--- config.mk ---
export PLATFORM = sky130hd
export DESIGN_NAME = seq_bit_serializer
export DESIGN_NICKNAME = d
export VERILOG_FILES = /design/src/rtl/seq_bit_serializer.sv
export SDC_FILE = /design/constraint.sdc
export NUM_CORES = 1
export LEC_CHECK = 0
export BUFFER_PORTS_ARGS = -buffer_cell sky130_fd_sc_hd__buf_2
export CAP_MARGIN = 10
export CORE_MARGIN = 1
export CORE_UTILIZATION = 45
export CTS_CLUSTER_SIZE = 8
export DETAILED_ROUTE_END_ITERATION = 7
export GPL_TIMING_DRIVEN = 0
export PLACE_DENSITY = 0.66
export SETUP_SLACK_MARGIN = 0.4
export SYNTH_ARGS = -nofsm -noshare
export SYNTH_HDL_FRONTEND = slang
export SYNTH_SLANG_ARGS = --single-unit
--- constraint.sdc ---
create_clock -name clk -period 2.9 [get_ports clk]
set_input_delay 0.145 -clock clk [delete_from_list [all_inputs] [get_ports clk]]
set_output_delay 0.145 -clock clk [all_outputs]
set_load 0.005 [all_outputs]
--- src/rtl/seq_bit_serializer.sv ---
// seq_bit_serializer: parallel-to-serial feeder for the 1011 sequence detector.
// A word accepted over valid/ready goes through a one-word holding register.
// It is then shifted out MSB first on ser_bit, one bit per clock. While the
// line is idle it carries IDLE_BIT. When a word is waiting in the holding
// register, consecutive words leave with no gap between them.
// Optional feature: define SER_PARITY_EN to append one odd-parity bit after
// each word. That bit is sent in its own PAR state.
// dbg_state exposes the shifter state: 0 = IDLE, 1 = SHIFT, 2 = PAR.
module seq_bit_serializer #(
  parameter int   W        = 8,
  parameter logic IDLE_BIT = 1'b0
) (
  input  logic         clk,
  input  logic         reset,
  input  logic [W-1:0] in_data,
  input  logic         in_valid,
  output logic         in_ready,
  output logic         ser_bit,
  output logic         ser_active,
  output logic         word_done,
  output logic [1:0]   dbg_state
);

  localparam int CW = $clog2(W);

  typedef enum logic [1:0] {
    S_IDLE  = 2'd0,
    S_SHIFT = 2'd1
`ifdef SER_PARITY_EN
    ,
    S_PAR   = 2'd2
`endif
  } state_t;

  state_t          state_q;
  logic [W-1:0]    hold_q;
  logic            hold_valid_q;
  logic [W-1:0]    shift_q;
  logic [CW-1:0]   cnt_q;
  logic            ser_bit_q;
  logic            ser_active_q;
  logic            word_done_q;
`ifdef SER_PARITY_EN
  logic            par_q;
`endif
  logic            load;

  // Handshake rules:
  // - A word transfers at a rising edge where in_valid && in_ready.
  // - in_ready is high only when the holding register is empty and reset is low.
  // - in_data is captured at the transfer edge, so it may change right after.
  assign in_ready   = !hold_valid_q && !reset;
  assign ser_bit    = ser_bit_q;
  assign ser_active = ser_active_q;
  assign word_done  = word_done_q;
  assign dbg_state  = state_q;

  // Decide when the held word moves into the shifter: from IDLE, after the
  // last bit of a word, or after the parity bit.
  always_comb begin
    load = 1'b0;
    if (hold_valid_q) begin
      case (state_q)
        S_IDLE:  load = 1'b1;
`ifdef SER_PARITY_EN
        S_SHIFT: load = 1'b0;
        S_PAR:   load = 1'b1;
`else
        S_SHIFT: load = (cnt_q == '0);
`endif
        default: load = 1'b0;
      endcase
    end
  end

  // Holding register, shifter FSM and registered line outputs.
  always_ff @(posedge clk) begin
    if (reset) begin
      state_q      <= S_IDLE;
      hold_q       <= '0;
      hold_valid_q <= 1'b0;
      shift_q      <= '0;
      cnt_q        <= '0;
      ser_bit_q    <= IDLE_BIT;
      ser_active_q <= 1'b0;
      word_done_q  <= 1'b0;
`ifdef SER_PARITY_EN
      par_q        <= 1'b0;
`endif
    end else begin
      // A transfer and a load never coincide: in_ready is low while a word is held.
      if (in_valid && in_ready) begin
        hold_q       <= in_data;
        hold_valid_q <= 1'b1;
      end else if (load) begin
        hold_valid_q <= 1'b0;
      end

      if (load) begin
        state_q      <= S_SHIFT;
        shift_q      <= hold_q;
        ser_bit_q    <= hold_q[W-1];
        ser_active_q <= 1'b1;
        word_done_q  <= 1'b0;
        cnt_q        <= CW'(W - 1);
`ifdef SER_PARITY_EN
        par_q        <= ~^hold_q;
`endif
      end else begin
        case (state_q)
          S_SHIFT: begin
            if (cnt_q != '0) begin
              shift_q   <= shift_q << 1;
              ser_bit_q <= shift_q[W-2];
              cnt_q     <= cnt_q - CW'(1);
`ifdef SER_PARITY_EN
              word_done_q <= 1'b0;
`else
              word_done_q <= (cnt_q == CW'(1));
`endif
            end else begin
`ifdef SER_PARITY_EN
              state_q      <= S_PAR;
              ser_bit_q    <= par_q;
              ser_active_q <= 1'b1;
              word_done_q  <= 1'b1;
`else
              state_q      <= S_IDLE;
              ser_bit_q    <= IDLE_BIT;
              ser_active_q <= 1'b0;
              word_done_q  <= 1'b0;
`endif
            end
          end
          default: begin
            state_q      <= S_IDLE;
            ser_bit_q    <= IDLE_BIT;
            ser_active_q <= 1'b0;
            word_done_q  <= 1'b0;
          end
        endcase
      end
    end
  end

endmodule

==> flow_results.org <==
** Run status
- Result of the run :: finished, final reports clean

** Clocking
- Postcts setup bufs :: 0
- TritonCTS created 3 clock buffers.
- In this run, post-CTS repair resized a total of 0 instances.
- In this run the number of H-tree levels came out at 1.
- Clock slew seen by the registers of the worst setup and hold paths :: 0.12 ns
- In this run, post-CTS hold repair placed 0 buffers.
- Counting along the longest clock path gives a buffer depth of 2.
- Clock tree from TritonCTS :: done
- The clock net in this run drives a total of 22 sinks.
- Clock insertion delay at the later pin of the skew report :: 0.30 ns
- The root buffer cell chosen for the clock tree is clkbuf_4.

** Final layout
- Ant diodes :: 0
- Layout Nets :: 140
- From synthesis to final layout, the design area changed by 14.6%.
- Proportion of layout cells with a drive suffix above 1 :: 23.2%
- Finished layout cell area :: 0.00114 sq mm

** Critical path
- Critical path class :: flip-flop to flip-flop
- The worst register-to-register path ends at ser_bit.
- Worst Path Buf+Inv :: 1
- Chain of cells forming the critical path :: inv_1 -> ha_1 -> nand2b_4 -> and2_1 -> o31ai_1
- Crit. End Element :: flip-flop
- Cell with the biggest individual delay on the critical path :: dfxtp_1
- Endpoint arrival time on the critical path :: 1.57 ns
- For the worst flop-to-flop path, the logic depth is 5.
- Maximum fanout encountered on the critical timing path :: 4
- The largest single stage delay on the critical path is 0.35 ns.
- Launch point of the critical path :: cnt_q[0]
- Kind of cell adding the most delay to the critical path :: flip-flops
- Worst endpoint required time :: 3.10 ns
- Register-to-register path setup slack :: 1.53 ns
- Worst R2R Start :: cnt_q[0]
- The worst setup path is launched from a flip-flop.

** Die
- 17 I/O pins were placed.
- Count of standard-cell rows :: 16
- Die width :: 49.0 microns
- The die covers 0.00240 sq mm.
- For this configuration, the core starts out at a cell density of 49.1%.
- The floorplan step defined a core boundary enclosing 0.00202 sq mm.
- Die outline height :: 49.0 microns

** GRT
- Largest net degree at the start of global routing :: 13
- The first global-routing pass estimated 3260 microns of wire.
- Number of antenna violations at the first check in global routing :: 0
- Global routing consumed, over all layers together, 17.8% of the routing resources.
- For this run the aggregate overflow at the end of global routing stands at 0.
- Via count of the first global-routing pass :: 741

** STA
- The number of hold violations in the final report is 0.
- The final critical path takes up 47.3% of the cycle.
- Hold timing on the final database bottoms out at a slack of 0.0624 ns.
- Min cycle time layout :: 1.37 ns
- Setup violations, final :: 0
- Largest clock skew in the final design :: 0.00516 ns
- Timing would allow up to 729 MHz.
- The max-slew violation count came to 0.
- Setup repair after global routing missed its margin :: false
- In the final timing run, aggregate negative setup slack is 0 ns.

** Min path
- For hold timing, the worst endpoint is hold_q[5].
- The worst hold path belongs to the class primary input to flip-flop.
- Counting instances, the worst hold path has a depth of 3.
- Worst Hold Launch :: in_data[5]

** Synth
- In the synthesized netlist, the number of instances is 106.
- Of all cell types, the one taking the most synthesized area is dfxtp_1.
- Post-synthesis sequential element count :: 22
- Average instance area after synthesis :: 9.36 sq um
- Warning count from the yosys run :: 0
- Counting every net in the synthesized netlist gives 120.
- Sequential share of the synthesized area :: 44.4%
- FFs w/ async S/R, synth :: 0%
- By area the synthesized netlist is led by dfxtp_1 44%, mux2i_1 7.1%, nand2_1 6.4%.
- In the post-synthesis netlist, the cell with the most instances is dfxtp_1.
- In this run, synthesis inferred 0 flip-flops with an integrated enable.
- Most instantiated flip-flop cell in the synthesis netlist :: dfxtp_1
- Post-Synthesis Cell Area :: 992 sq um
- Counting instances in the post-synthesis netlist gives the leading cell types as 22 x dfxtp_1, 17 x nand2_1, 11 x a21oi_1.
- Proportion of netlist area held by the largest area contributor :: 44.4%
- The synthesized netlist contains 29 unique library cells.

** Routing
- The first routing iteration left 14 violations.
- After detailed routing, the total wire length is 1890 microns.
- After detailed routing, the average wire length per cell comes to 12.5 microns.
- Residual antenna-violating net count after detailed routing :: 0
- The pre-antenna-repair detailed-routing pass consisted of 4 iterations.
- DRC errors left :: 0
- Via density per instance :: 5.13
- Vias :: 780

** Placed design
- Summing all placed instances gives a cell area of 0.00110 sq mm.
- Number of buffer cells added on primary ports :: 15
- HPWL after detailed placement :: 1360 microns
- The congestion estimate from routability-driven global placement came to 0.785.

** Power and ir drop
- Leakage component of the power :: 0.494 nW
- Part of the total power dissipated in combinational logic :: 18.5%
- Switching Share :: 26.3%
- Power density over the cells :: 539 mW/mm^2
- The worst-case IR drop observed on VDD is 0.280 mV.
- Share of power burned in the clock network :: 26.8%
- Internal power comes to 452 uW.
- Total power of the final layout :: 613 uW
- Proportion of power drawn by flip-flops and latches :: 54.7%
- Summed over all nets, the switching power comes to 161 uW.

** Run
- Number of violations of the max-capacitance limit :: 0
[power groups by stage]
stage / Combinational (mW) / Clock, mW / Sequential, mW
finish: 0.113 / 0.164 / 0.335
global route: 0.127 / 0.185 / 0.337
CTS: 0.113 / 0.169 / 0.335
detailed placement: 0.113 / 0 / 0.342
global placement: 0.111 / 0 / 0.341
floorplan: 0.0864 / 0 / 0.339
[how the worst max path moves through the flow]
stage,to,slack [ns],cells past startpoint
5_1_grt,ser_bit,1.43,5
2_1_floorplan,cnt_q[0],1.72,6
3_5_place_dp,ser_bit,1.54,5
6_report,ser_bit,1.53,5
4_1_cts,ser_bit,1.51,5
3_3_place_gp,word_done,1.61,5
[worst reg2reg max path: cells and delay by family, from the launching register on]
kind,cells,cell delay [ns]
DFF,1,0.35
AOI/OAI and AO/OA,1,0.30
and+or+nand+nor,2,0.29
adders and majority gates,1,0.24
buffers and inverters,1,0.10
[layout by cell type (no fill, tap or decap)]
master    synthesis  routed
nand2b_1          1       1
nand4b_1          1       1
nand2_1          17      17
buf_4             2       2
nand2b_4          1       1
inv_1             3       3
buf_6             2       2
a211oi_1          3       3
nand3_1           1       1
conb_1            1       1
clkbuf_8          0       1
nor2_1            3       3
clkbuf_1          2       2
o31ai_1           1       1
a31o_1            1       1
buf_2             2      17
nand2_4           1       1
nor2b_1           7       7
a21oi_1          11      11
nor3_1            2       2
and2_1            1       1
clkbuf_2          1       1
nor4b_1           1       1
a221oi_1          6       6
and3_1            1       1
dfxtp_1          22      22
ha_1              3       3
mux2i_1           7       7
clkbuf_4          0       3
a21o_1            1       1
buf_12            1       1
[registers in the layout (all words and copies together), names as in the netlist]
name and flops:
dbg_state 1, ser_bit 1, hold_q 8, word_done 1, cnt_q 3, hold_valid_q 1
shift_q 7
[metrics by stage]
step | worst slack [ns] | instances | util (%)
6_report | 1.53 | 152 | 56.3
3_5_place_dp | 1.54 | 148 | 54.5
4_1_cts | 1.51 | 152 | 56.3
2_1_floorplan | 1.72 | 106 | -
3_3_place_gp | 1.61 | 148 | 54.5
5_1_grt | 1.43 | 152 | 56.3
[logic make-up after synthesis]
| family | after synthesis | synth area share (%) |
|---|---|---|
| AO/OA/AOI/OAI | 23 | 15.5 |
| buffers and inverters | 13 | 9.20 |
| flip-flops | 22 | 44.4 |
| other | 1 | 0.378 |
| adder cells (fa/ha/maj) | 3 | 3.78 |
| AND/OR/NAND/NOR | 37 | 19.7 |
| multiplexers | 7 | 7.06 |
[area by class of cell]
| cell class | count | area [sq um] |
|---|---|---|
| Timing Repair Buffer | 15 | 75.1 |
| Inverter | 3 | 11.3 |
| Sequential cell | 22 | 440 |
| Fill cell | 188 | 885 |
| Tap cell | 27 | 33.8 |
| Buffer | 10 | 80.1 |
| Multi-Input combinational cell | 71 | 460 |
| Clock buffer | 4 | 36.3 |
[routing by layer]
metal	global-route usage, %	wire [microns]	vias up
li1	-	-	400
met1	23.3	916	358
met2	29.2	901	16
met3	2.80	48	6
met4	7.35	27	0
met5	0	0	-
(Power assumes the default switching activity.)
